## src/rtl/zoom_pixel_engine_if.sv

```systemverilog
`default_nettype none
// +----------------------------------------------------------------------------+
// | zoom_pixel_engine_if : control, source-read and destination-write bundle   |
// | rev 1.0                                                                    |
// +----------------------------------------------------------------------------+
interface zoom_pixel_engine_if #(
  parameter int SRC_AW = 15,
  parameter int DST_AW = 17
);
  logic              START;
  logic [1:0]        ALGORITHM;
  logic [1:0]        IMAGE_STATE;
  logic [SRC_AW-1:0] SRC_ADDR;
  logic              SRC_RD;
  logic [7:0]        SRC_DATA;
  logic [DST_AW-1:0] DST_ADDR;
  logic [7:0]        DST_DATA;
  logic              DST_WE;
  logic              BUSY;
  logic              DONE;

  // The master side owns the control inputs and the source memory read port.
  modport master (
    output START, ALGORITHM, IMAGE_STATE, SRC_DATA,
    input  SRC_ADDR, SRC_RD, DST_ADDR, DST_DATA, DST_WE, BUSY, DONE
  );

  modport slave (
    input  START, ALGORITHM, IMAGE_STATE, SRC_DATA,
    output SRC_ADDR, SRC_RD, DST_ADDR, DST_DATA, DST_WE, BUSY, DONE
  );
endinterface
`default_nettype wire

```

## src/rtl/zoom_pixel_engine.sv

```systemverilog
`default_nettype none
// +----------------------------------------------------------------------------+
// | zoom_pixel_engine : copy / 2x enlarge / 1/2 reduce of an 8-bit frame       |
// | rev 1.0                                                                    |
// +----------------------------------------------------------------------------+
module zoom_pixel_engine #(
  parameter int SRC_W  = 160,
  parameter int SRC_H  = 120,
  parameter int SRC_AW = 15,
  parameter int DST_AW = 17
) (
  input  logic               CLK,
  input  logic               RESET,
  zoom_pixel_engine_if.slave bus
);
  localparam int CXW = $clog2(2*SRC_W);
  localparam int CYW = $clog2(2*SRC_H);

  localparam logic [3:0] ST_IDLE = 4'd0;
  localparam logic [3:0] ST_RD   = 4'd1;
  localparam logic [3:0] ST_RD1  = 4'd2;
  localparam logic [3:0] ST_RD2  = 4'd3;
  localparam logic [3:0] ST_RD3  = 4'd4;
  localparam logic [3:0] ST_WR   = 4'd5;
  localparam logic [3:0] ST_WR1  = 4'd6;
  localparam logic [3:0] ST_WR2  = 4'd7;
  localparam logic [3:0] ST_WR3  = 4'd8;
  localparam logic [3:0] ST_FIN  = 4'd9;

  localparam logic [2:0] MODE_COPY = 3'd0;
  localparam logic [2:0] MODE_NN   = 3'd1;
  localparam logic [2:0] MODE_PR   = 3'd2;
  localparam logic [2:0] MODE_DC   = 3'd3;
  localparam logic [2:0] MODE_BA   = 3'd4;

  logic [3:0]        state_q, state_d;
  logic [2:0]        mode_q, mode_d;
  logic [CXW-1:0]    x_q, x_d;
  logic [CYW-1:0]    y_q, y_d;
  logic [SRC_AW-1:0] srow_q, srow_d;
  logic [DST_AW-1:0] drow_q, drow_d;
  logic [9:0]        acc_q, acc_d;
  logic [7:0]        pix_q, pix_d;

  logic [CXW-1:0]    x_last;
  logic [CYW-1:0]    y_last;
  logic [SRC_AW-1:0] srow_step, src_base, src_addr;
  logic [DST_AW-1:0] drow_step, dst_base, dst_addr;
  logic [9:0]        ba_sum;
  logic [7:0]        wr_data;
  logic [2:0]        start_mode;
  logic              unit_end, rd_en, we_en;
  logic              unused_alg;

  assign unused_alg = bus.ALGORITHM[1];

  always_comb begin
    start_mode = MODE_COPY;
    if (bus.IMAGE_STATE == 2'd1)
      start_mode = bus.ALGORITHM[0] ? MODE_PR : MODE_NN;
    else if (bus.IMAGE_STATE == 2'd2)
      start_mode = bus.ALGORITHM[0] ? MODE_BA : MODE_DC;
  end

  // x/y walk the unit grid of the active mode: destination pixels, except PR
  // which walks source pixels and emits a 2x2 block per unit.
  always_comb begin
    x_last    = CXW'(SRC_W-1);
    y_last    = CYW'(SRC_H-1);
    srow_step = SRC_AW'(SRC_W);
    drow_step = DST_AW'(SRC_W);
    src_base  = srow_q + SRC_AW'(x_q);
    dst_base  = drow_q + DST_AW'(x_q);
    case (mode_q)
      MODE_NN: begin
        x_last    = CXW'(2*SRC_W-1);
        y_last    = CYW'(2*SRC_H-1);
        srow_step = y_q[0] ? SRC_AW'(SRC_W) : '0;
        drow_step = DST_AW'(2*SRC_W);
        src_base  = srow_q + SRC_AW'(x_q >> 1);
      end
      MODE_PR: begin
        drow_step = DST_AW'(4*SRC_W);
        dst_base  = drow_q + DST_AW'({x_q, 1'b0});
      end
      MODE_DC, MODE_BA: begin
        x_last    = CXW'(SRC_W/2-1);
        y_last    = CYW'(SRC_H/2-1);
        srow_step = SRC_AW'(2*SRC_W);
        drow_step = DST_AW'(SRC_W/2);
        src_base  = srow_q + SRC_AW'({x_q, 1'b0});
      end
      default: ;
    endcase
  end

  always_comb begin
    case (state_q)
      ST_RD1:  src_addr = src_base + SRC_AW'(1);
      ST_RD2:  src_addr = src_base + SRC_AW'(SRC_W);
      ST_RD3:  src_addr = src_base + SRC_AW'(SRC_W+1);
      default: src_addr = src_base;
    endcase
    case (state_q)
      ST_WR1:  dst_addr = dst_base + DST_AW'(1);
      ST_WR2:  dst_addr = dst_base + DST_AW'(2*SRC_W);
      ST_WR3:  dst_addr = dst_base + DST_AW'(2*SRC_W+1);
      default: dst_addr = dst_base;
    endcase
  end

  // Three block samples are already in acc_q; the fourth arrives this cycle.
  assign ba_sum  = acc_q + 10'(bus.SRC_DATA) + 10'd2;
  assign wr_data = (state_q != ST_WR)   ? pix_q :
                   (mode_q == MODE_BA)  ? 8'(ba_sum >> 2) : bus.SRC_DATA;

  assign rd_en = (state_q >= ST_RD) && (state_q <= ST_RD3);
  assign we_en = (state_q >= ST_WR) && (state_q <= ST_WR3);

  assign bus.SRC_RD   = rd_en;
  assign bus.SRC_ADDR = rd_en ? src_addr : '0;
  assign bus.DST_WE   = we_en;
  assign bus.DST_ADDR = we_en ? dst_addr : '0;
  assign bus.DST_DATA = we_en ? wr_data : '0;
  assign bus.BUSY     = rd_en | we_en;
  assign bus.DONE     = (state_q == ST_FIN);

  always_comb begin
    state_d  = state_q;
    mode_d   = mode_q;
    x_d      = x_q;
    y_d      = y_q;
    srow_d   = srow_q;
    drow_d   = drow_q;
    acc_d    = acc_q;
    pix_d    = pix_q;
    unit_end = 1'b0;
    case (state_q)
      ST_IDLE: begin
        if (bus.START) begin
          state_d = ST_RD;
          mode_d  = start_mode;
          x_d     = '0;
          y_d     = '0;
          srow_d  = '0;
          drow_d  = '0;
          acc_d   = '0;
        end
      end
      ST_RD: begin
        acc_d   = '0;
        state_d = (mode_q == MODE_BA) ? ST_RD1 : ST_WR;
      end
      ST_RD1: begin
        acc_d   = acc_q + 10'(bus.SRC_DATA);
        state_d = ST_RD2;
      end
      ST_RD2: begin
        acc_d   = acc_q + 10'(bus.SRC_DATA);
        state_d = ST_RD3;
      end
      ST_RD3: begin
        acc_d   = acc_q + 10'(bus.SRC_DATA);
        state_d = ST_WR;
      end
      ST_WR: begin
        pix_d = bus.SRC_DATA;
        if (mode_q == MODE_PR)
          state_d = ST_WR1;
        else
          unit_end = 1'b1;
      end
      ST_WR1: state_d = ST_WR2;
      ST_WR2: state_d = ST_WR3;
      ST_WR3: unit_end = 1'b1;
      ST_FIN: state_d = ST_IDLE;
      default: state_d = ST_IDLE;
    endcase

    if (unit_end) begin
      if (x_q == x_last) begin
        x_d = '0;
        if (y_q == y_last) begin
          state_d = ST_FIN;
        end else begin
          y_d     = y_q + 1'b1;
          srow_d  = srow_q + srow_step;
          drow_d  = drow_q + drow_step;
          state_d = ST_RD;
        end
      end else begin
        x_d     = x_q + 1'b1;
        state_d = ST_RD;
      end
    end
  end

  always_ff @(posedge CLK) begin
    if (RESET) begin
      state_q <= ST_IDLE;
      mode_q  <= MODE_COPY;
      x_q     <= '0;
      y_q     <= '0;
      srow_q  <= '0;
      drow_q  <= '0;
      acc_q   <= '0;
      pix_q   <= '0;
    end else begin
      state_q <= state_d;
      mode_q  <= mode_d;
      x_q     <= x_d;
      y_q     <= y_d;
      srow_q  <= srow_d;
      drow_q  <= drow_d;
      acc_q   <= acc_d;
      pix_q   <= pix_d;
    end
  end
endmodule
`default_nettype wire
```

## src/flat_wrapper.sv

```systemverilog
// flat-port wrapper written by rule: the top's interface ports become plain ports
module zoom_pixel_engine_flat 
#(
  parameter int SRC_W  = 160,
  parameter int SRC_H  = 120,
  parameter int SRC_AW = 15,
  parameter int DST_AW = 17
)
  (CLK, RESET, bus_START, bus_ALGORITHM, bus_IMAGE_STATE, bus_SRC_DATA, bus_SRC_ADDR, bus_SRC_RD, bus_DST_ADDR, bus_DST_DATA, bus_DST_WE, bus_BUSY, bus_DONE);
  zoom_pixel_engine_if #(.SRC_AW(SRC_AW), .DST_AW(DST_AW)) bus_i ();
  input  logic CLK;
  input  logic RESET;
  input wire logic [$bits(bus_i.START)-1:0] bus_START;
  input wire logic [$bits(bus_i.ALGORITHM)-1:0] bus_ALGORITHM;
  input wire logic [$bits(bus_i.IMAGE_STATE)-1:0] bus_IMAGE_STATE;
  input wire logic [$bits(bus_i.SRC_DATA)-1:0] bus_SRC_DATA;
  output wire logic [$bits(bus_i.SRC_ADDR)-1:0] bus_SRC_ADDR;
  output wire logic [$bits(bus_i.SRC_RD)-1:0] bus_SRC_RD;
  output wire logic [$bits(bus_i.DST_ADDR)-1:0] bus_DST_ADDR;
  output wire logic [$bits(bus_i.DST_DATA)-1:0] bus_DST_DATA;
  output wire logic [$bits(bus_i.DST_WE)-1:0] bus_DST_WE;
  output wire logic [$bits(bus_i.BUSY)-1:0] bus_BUSY;
  output wire logic [$bits(bus_i.DONE)-1:0] bus_DONE;
  assign bus_i.START = bus_START;
  assign bus_i.ALGORITHM = bus_ALGORITHM;
  assign bus_i.IMAGE_STATE = bus_IMAGE_STATE;
  assign bus_i.SRC_DATA = bus_SRC_DATA;
  assign bus_SRC_ADDR = bus_i.SRC_ADDR;
  assign bus_SRC_RD = bus_i.SRC_RD;
  assign bus_DST_ADDR = bus_i.DST_ADDR;
  assign bus_DST_DATA = bus_i.DST_DATA;
  assign bus_DST_WE = bus_i.DST_WE;
  assign bus_BUSY = bus_i.BUSY;
  assign bus_DONE = bus_i.DONE;
  zoom_pixel_engine #(.SRC_W(SRC_W), .SRC_H(SRC_H), .SRC_AW(SRC_AW), .DST_AW(DST_AW)) u_core (.CLK(CLK), .RESET(RESET), .bus(bus_i));
endmodule
```

## config.mk

```make
export PLATFORM = sky130hd
export DESIGN_NAME = zoom_pixel_engine_flat
export DESIGN_NICKNAME = d
export VERILOG_FILES = /design/src/rtl/zoom_pixel_engine_if.sv /design/src/rtl/zoom_pixel_engine.sv /design/src/flat_wrapper.sv
export SDC_FILE = /design/constraint.sdc
export NUM_CORES = 1
export LEC_CHECK = 0
export ABC_AREA = 1
export BUFFER_PORTS_ARGS = -buffer_cell sky130_fd_sc_hd__buf_2
export CAP_MARGIN = 10
export CORE_MARGIN = 1.5
export CORE_UTILIZATION = 40
export CTS_BUF_LIST = sky130_fd_sc_hd__clkbuf_16
export DETAILED_ROUTE_END_ITERATION = 6
export PLACE_DENSITY = 0.66
export SETUP_SLACK_MARGIN = 0.4
export SLEW_MARGIN = 25
export SYNTH_ARGS = -nofsm -noshare
export SYNTH_HDL_FRONTEND = slang
export SYNTH_SLANG_ARGS = --single-unit
```

## constraint.sdc

```tcl
create_clock -name CLK -period 6.34 [get_ports CLK]
set_input_delay 1.268 -clock CLK [delete_from_list [all_inputs] [get_ports CLK]]
set_output_delay 1.268 -clock CLK [all_outputs]
set_load 0.01 [all_outputs]
```

==> reports/results.tsv <==
metric	value	unit
drive_gt1_share	8.288	%
layout_worst_path_cycle_share	83.21	%
syn_inst	1617	
wl_per_cell	13.43	µm
ws_path_type	flop to output pin	
finalNetCount	1751	
synthesized_area_fraction_occupied_by_adder_cells	10.92	%
ios	59	
floorplan.core_area	22030	µm²
dr_total_vias	10120	
dpl.hpwl	20570	µm
busiest_layer	met2	
p_int	0.001094	W
placement_rows	54	
area_taken_by_multi_input_logic_gates	6500	µm²
clkTransAtPathRegs	0.06	ns
p_seq_share	25.9	%
cp_slowest_cell	fa_1	
max_slew.worst_pin.slew	0.8321	ns
setup.worst_path.end_class	output pin	
grt_setup_unrepaired	no	
synth_cell_types	54	
first_pass_iters	5	
timing.critical_path.arrival	4.01	ns
floorplan.die.width	153.6	µm
cts-buffers-inserted	9	
ys_seq_area_share	16.33	%
synth_top_family_by_area	simple AND/OR/NAND/NOR gates	
number_of_levels_the_h_tree_was_split_into	3	
synth-compound-area-share	14.11	%
post-route-min-period	5.276	ns
power.density	198.9	nW/µm²
initial_core_util	41.18	%
slew_headroom	44.53	%
switching_share	44.50	%
grt_start_max_net_pins	40	
max_incr_delay_on_cp	0.41	ns
tritoncts_sink_count	74	
placedInstanceArea	9598	µm²
cts_hold_repair.buffers	0	
regArea	1481	µm²
route.final.wire_length	26130	µm
antenna_cells_inserted	0	
grt_remaining_overflow	0	
average_cell_area_after_synthesis	5.610	µm²
globalRouteMet3Util	3.269	%
clock_power_share	28.4	%
worst_ir_drop_vdd	126.6	µV
postCtsSetupRepairBufs	0	
die_area	23590	µm²
status	completed	
yosys.area_share.simple	44.39	%
slew_viols_final	0	
synth.top_cells.by_area	nand2_1, dfxtp_1, inv_1, ha_1, nand3_1	
use_met1	28.43	%
fp.dieH	153.6	µm
cpMostUsedCell	nand2_1	
post_cts_sizing	0	
number_of_flops_mapped_to_enable_cells_by_yosys	0	
report.final.setup_viol	0	
vias_in_the_first_global_route	9191	
grt_pass1_wl	44040	µm
clock_insertion_delay_worst_skew	0.35	ns
synth_top_flop_cell	dfxtp_1	
path_cells	inv_2 > nand3_2 > nand2_1 > o21ai_0 > ha_1 > fa_1 > nand3_1 > nand2_1 > nand2_1 > nand2_1 > nand2_1 > nand3_1 > nand2_1 > inv_1 > ha_1 > inv_1 > a21oi_1 > o21ai_0 > inv_2 > nand4_1 > nand2_1 > a21oi_1 > buf_2	
antenna_found_initial	0	
yosys.area_share.xor_xnor	2.124	%
gr-usage-met2	40.55	%
synthesis.nets	1707	
post_route_setup_tns	0	ns
ys_async_sr_fraction	0	%
path_buf_inv	5	
detail_route.iter0.violations	641	
cp_max_fo	17	
area_growth	9.214	%
share_comb_of_total_power	45.7	%
max_freq	189.5	MHz
drv_cap	0	
syn-cell-area	9071	µm²
max-clock-path-buffers	2	
switching_pwr	0.0008768	W
grt_usage	22.52	%
timing_hold_violations_final	0	
startpoint_type	flop	
num-fill-cells	2421	
worst-endpoint-required	5.07	ns
vias_per_cell	5.204	
layout_commonest_cell	nand2_1	
critical_path.top_delay_family	simple AND/OR/NAND/NOR gates	
port_buffer_count	57	
fin_area	9907	µm²
yosys-mux-area-fraction	0.1103	%
yosysWarnings	0	
routabilityCongestion	0.9159	
synth_top_area_cell	nand2_1	
yosys_register_bits	74	
post_route_drc	0	
timing.hold.worst.class	flop to flop	
tritoncts	built	
reg2reg_setup_slack	3.22	ns
cts.root.buffer_cell	clkbuf_16	
synth_top_area_share	21.31	%
drtAntennaViolNets	0	
mostFrequentLayoutCells	nand2_1, inv_1, nand3_1	
p_leak	4.864	nW
finClkSkew	0.009510	ns
[Yosys cell counts (7+ instances only)]
cell,instances
inv_2,17
or2_2,7
o21ai_0,68
nand2_2,8
inv_1,229
nand2_1,515
a31oi_1,7
dfxtp_1,74
fa_1,7
xor2_1,21
nand4_1,30
a21oi_1,108
nor3_1,28
ha_1,68
o21ai_1,10
clkbuf_1,18
nor2_1,156
nor2_2,7
nand3_1,163
[worst paths after layout]
| kind | startpoint | end | cells after the start |
|---|---|---|---|
| max reg2reg | u_core.mode_q[0] | u_core.drow_q[16] | 19 |
| max | u_core.mode_q[1] | bus_SRC_ADDR[11] | 23 |
| min reg2reg | u_core.srow_q[3] | u_core.srow_q[3] | 2 |
| min | u_core.srow_q[3] | u_core.srow_q[3] | 2 |
[final cells by class]
class | instances | share of cell area (%)
Clock buffer | 9 | 2.273
Clock inverter | 6 | 0.8462
Inverter | 251 | 9.598
Multi-Input combinational cell | 1264 | 65.61
Sequential cell | 74 | 14.95
Tap cell | 280 | 3.536
Timing Repair Buffer | 61 | 3.183
[flip-flops by register name, summed over array words and instances, names as in the netlist]
name            count
u_core.y_q          8
u_core.state_q      4
u_core.acc_q       10
u_core.x_q          9
u_core.srow_q      15
u_core.pix_q        8
u_core.mode_q       3
u_core.drow_q      17
[routing by layer]
layer,vias up,wire length (µm)
met4,0,298
met2,191,12540
met3,22,999
li1,5325,-
met5,-,0
met1,4584,12290
[power groups by stage]
stage / Clock [W] / Combinational [W] / Sequential (W)
floorplan: 0 / 0.000670 / 0.000516
global placement: 0 / 0.000883 / 0.000519
detailed placement: 0 / 0.000895 / 0.000520
CTS: 0.000570 / 0.000901 / 0.000510
global route: 0.000587 / 0.00102 / 0.000514
finish: 0.000559 / 0.000901 / 0.000510
[tightest hold or removal path: cells and delay by family, from the launching register on]
family	cells	cell delay (ns)
simple gates	1	0.03
flops	1	0.33
buf+inv	1	0.05
[logic make-up after synthesis]
family                     count (synthesis)
AOI/OAI and AO/OA                        230
and+or+nand+nor                          936
muxes                                      1
DFF                                       74
xor gates and xnor gates                  22
buffers and inverters                    279
adders and majority gates                 75
[stage by stage]
stage | setup WS, ns | std cells | util, % | power, W | hold slack [ns]
6_report | 1.064 | 1945 | 44.98 | 0.001970 | 0.4542
3_5_place_dp | 1.481 | 1930 | 43.58 | 0.001416 | 0.4467
5_1_grt | 0.6848 | 1945 | 44.98 | 0.002119 | 0.4746
2_1_floorplan | 1.983 | 1617 | - | 0.001186 | 0.4303
3_3_place_gp | 1.527 | 1930 | 43.58 | 0.001403 | 0.4482
4_1_cts | 1.096 | 1945 | 44.98 | 0.001981 | 0.4570
No activity file was read; power rests on OpenSTA's default activity.
